==> src/rtl/mod_m_down_timer.sv <==
// rtl/mod_m_down_timer.sv - loadable modulo-M down-counter with underflow tick
module mod_m_down_timer #(
   parameter int N           = 4,
   parameter int M           = 10,
   parameter bit AUTO_RELOAD = 1'b1
) (
   input  logic         clk,
   input  logic         reset,
   input  logic         load,
   input  logic [N-1:0] d,
   input  logic         start,
   input  logic         en,
   output logic [N-1:0] q,
   output logic         min_tick,
   output logic         busy
);

   // Largest count the timer may hold; loaded values saturate here.
   localparam logic [N-1:0] MAX_Q = N'(M - 1);

   // Local state encoding.
   localparam logic ST_IDLE = 1'b0;
   localparam logic ST_RUN  = 1'b1;

   logic         state_q,  state_d;
   logic [N-1:0] count_q,  count_d;
   logic [N-1:0] reload_q, reload_d;
   logic         tick_q,   tick_d;

   function automatic logic [N-1:0] clamp(input logic [N-1:0] x);
      return (x > MAX_Q) ? MAX_Q : x;
   endfunction

   // Next-state logic: load beats start beats an enabled step.
   always_comb begin
      state_d  = state_q;
      count_d  = count_q;
      reload_d = reload_q;
      tick_d   = 1'b0;
      if (load) begin
         reload_d = clamp(d);
         count_d  = clamp(d);
         state_d  = ST_RUN;
      end else if (start) begin
         count_d = reload_q;
         state_d = ST_RUN;
      end else if (state_q == ST_RUN && en) begin
         if (count_q != '0) begin
            count_d = count_q - 1'b1;
         end else begin
            // Underflow: tick, then either wrap to the reload value or park at 0.
            tick_d = 1'b1;
            if (AUTO_RELOAD) begin
               count_d = reload_q;
            end else begin
               state_d = ST_IDLE;
            end
         end
      end
   end

   // State, count, reload and tick registers with asynchronous reset.
   always_ff @(posedge clk or posedge reset) begin
      if (reset) begin
         state_q  <= ST_IDLE;
         count_q  <= '0;
         reload_q <= MAX_Q;
         tick_q   <= 1'b0;
      end else begin
         state_q  <= state_d;
         count_q  <= count_d;
         reload_q <= reload_d;
         tick_q   <= tick_d;
      end
   end

   assign q        = count_q;
   assign min_tick = tick_q;
   assign busy     = (state_q == ST_RUN);

endmodule
==> config.mk <==
export PLATFORM = sky130hd
export DESIGN_NAME = mod_m_down_timer
export DESIGN_NICKNAME = d
export VERILOG_FILES = /design/src/rtl/mod_m_down_timer.sv
export SDC_FILE = /design/constraint.sdc
export NUM_CORES = 1
export LEC_CHECK = 0
export CAP_MARGIN = 20
export CORE_MARGIN = 4
export CORE_UTILIZATION = 40
export DETAILED_ROUTE_END_ITERATION = 6
export GPL_TIMING_DRIVEN = 1
export PLACE_DENSITY = 0.71
export SKIP_CTS_REPAIR_TIMING = 1
export SLEW_MARGIN = 20
export SYNTH_ARGS = -nofsm -noshare
export SYNTH_HDL_FRONTEND = slang
export SYNTH_SLANG_ARGS = --single-unit
==> constraint.sdc <==
create_clock -name clk -period 1.58 [get_ports clk]
set_input_delay 0.474 -clock clk [delete_from_list [all_inputs] [get_ports clk]]
set_output_delay 0.474 -clock clk [all_outputs]
set_load 0.05 [all_outputs]
==> flow_summary.ini <==
[grt]
grt_max_degree = 11
grtUsageTotal_pct = 16.0
overflow = 0
grt_pass1_vias = 524
antenna_found_initial = 0
grt_pass1_wl_um = 2350

[synthesis]
yosys_warnings = 0
synth_compound_area_share_pct = 23.8
ys_ff_latch = 10
yosysSeqAreaShare_pct = 45.0
syn_area_per_cell_um2 = 9.52
synth.distinct_cells = 25
synth_mux_area_share_pct = 4.68
syn_inst = 59
synth_top_family_by_area = compound AO/OA/AOI/OAI gates
synthAdderAreaFrac_pct = 2.23
synth_area_um2 = 562
synthXorXnorAreaFrac_pct = 0
syn_nets = 69
synth-simple-area-share_pct = 17.8

[final_layout]
layout.nets = 97
fillers = 92
final_cell_mix = buf_4, clkdlybuf4s50_1, o21ai_0, buf_12
syn2layout_area_growth_pct = 69.0
diodes = 0
final_area_um2 = 950
drive_gt1_share_pct = 46.5
mostFrequentLayoutCell = buf_4

[clocking]
insertion_delay_ns = 0.28
cts-root-buf = clkbuf_4
clkSlewWorstSetupHoldPaths_ns = 0.08
numCtsBuffers = 3
cts_tree = done
htree_levels = 1
cts_buffer_depth = 2
cts.sinks = 10

[power]
ir_drop_mv = 0.561
p_per_area_nw_per_um2 = 963
p_leak_uw = 0.000410

[flow_run]
maxCapViolations = 0

[sta]
rsz0062_at_grt = true
slew_viol_final = 0
clock.fmax_mhz = 636
finalClockSkew_ns = 0.00899
final_hold_viol_count = 0
setup_viol = 0
fin_crit_sh_pct = 99.5
setup_ws_ns = 0.00719
timing.slew.headroom_pct = 74.3
tightest_slew_ns = 0.385
fin_crit_ns = 1.57

[floorplanning]
start_util_pct = 42.6
num_rows = 13
dieArea_um2 = 2070
die_h_um = 45.5
die_x_um = 45.5
coreArea_um2 = 1320
ios = 15

[placed_design]
place_congestion = 0.873
place_ws_ns = -0.254
place.detailed.hpwl_um = 1120
dpl_cell_area_um2 = 860
io_buffers = 14

[setup_path]
crit_required_ns = 1.11
critPathArrivalTime_ns = 1.10
worstRegToRegCells = 6
criticalPathCategory = flop to output port
startpoint_type = flop
cp_max_fo = 3
cp-end-kind = output port
rrSetupSlack_ns = 0.02

[status]
outcome = finished clean

[drt]
wire_per_inst_um = 14.8
wl_met3_um = 116
dr.pass1.iters = 4
drt_iter0_drc = 21
topRoutingLayerUsed = met4
drt-vias-per-instance = 5.62
wl_um = 1500
wl_met1_um = 596
drtAntennaViolNets = 0
vias = 568
dr_wl_met2_um = 749
drc = 0

[hold_path]
min-delay-path-class = input pin to async pin
-- through the flow --
step	std cells	hold WS, ns	power [µW]	TNS (ns)	util (%)
2_1_floorplan	59	0.312	483	-0.00728	-
3_3_place_gp	94	0.518	623	-0.715	65.2
3_5_place_dp	94	0.516	638	-0.923	65.2
4_1_cts	98	0.479	875	-0.000240	68.0
5_1_grt	101	0.492	946	-0.0211	72.1
6_report	101	0.457	914	0	72.1
-- cell usage after synthesis (all sizes together) --
| library cell | number | share of area, % |
|---|---|---|
| a21oi | 4 | 3.6 |
| a2111oi | 1 | 4.9 |
| nand3b | 1 | 1.3 |
| o21a | 2 | 2.7 |
| nand2 | 5 | 3.3 |
| dfrtp | 8 | 36 |
| a31oi | 1 | 1.1 |
| nor3b | 1 | 2.2 |
| mux2 | 2 | 4.7 |
| nor3 | 2 | 1.8 |
| a2bb2oi | 1 | 1.6 |
| o31a | 1 | 1.6 |
| inv | 7 | 4.7 |
| dfstp | 2 | 9.4 |
| a211oi | 1 | 1.3 |
| buf | 2 | 1.8 |
| nor2b | 1 | 1.1 |
| ha | 1 | 2.2 |
| or3 | 3 | 3.3 |
| and2 | 1 | 1.1 |
| nor2 | 3 | 2.0 |
| and4 | 1 | 1.6 |
| o21ai | 8 | 7.1 |
-- power breakdown --
part	leakage [µW]	switching, µW	total (µW)	internal (µW)
logic	0.000276	166	352	185
clock network	0.0000210	104	244	140
registers	0.000113	31.2	318	287
-- registers in the layout, summed over array words and instances, names as in the netlist --
signal,count
q,4
reload_q,4
busy,1
min_tick,1
-- cell families after synthesis --
group / after synthesis
AO/OA/AOI/OAI: 19
flip-flops: 10
multiplexers: 2
AND/OR/NAND/NOR: 18
buffers and inverters: 9
adder cells (fa/ha/maj): 1
-- routing by layer --
metal  up-vias  GRT usage [%]
met3         7           2.77
met5         -              0
met4         0           8.77
met1       268           18.8
met2        29           27.3
li1        264              -
-- area by class of cell --
class / instances / area (µm²) / area share [%]
multi-input cells: 40 / 325 / 34.3
repair buffers: 25 / 285 / 30.0
flip-flops and latches: 10 / 258 / 27.1
clock buffers: 4 / 36.3 / 3.82
inverters: 7 / 26.3 / 2.77
well taps: 15 / 18.8 / 1.98
-- worst max-delay path, cell delays in order, from the launching register on --
cell,delay [ns]
dfrtp_2,0.42
buf_4,0.14
buf_4,0.13
buf_12,0.14
-- path summary, 6_finish.rpt --
kind	to	start
max in group asynchronous	reload_q[0]	reset
worst min-delay path	busy	reset
min in group clk	busy	start
worst max register to register	q[1]	q[1]
worst max-delay path	q[0]	q[0]
worst min register to register	reload_q[0]	reload_q[0]
No activity file was read; power rests on OpenSTA's default activity.
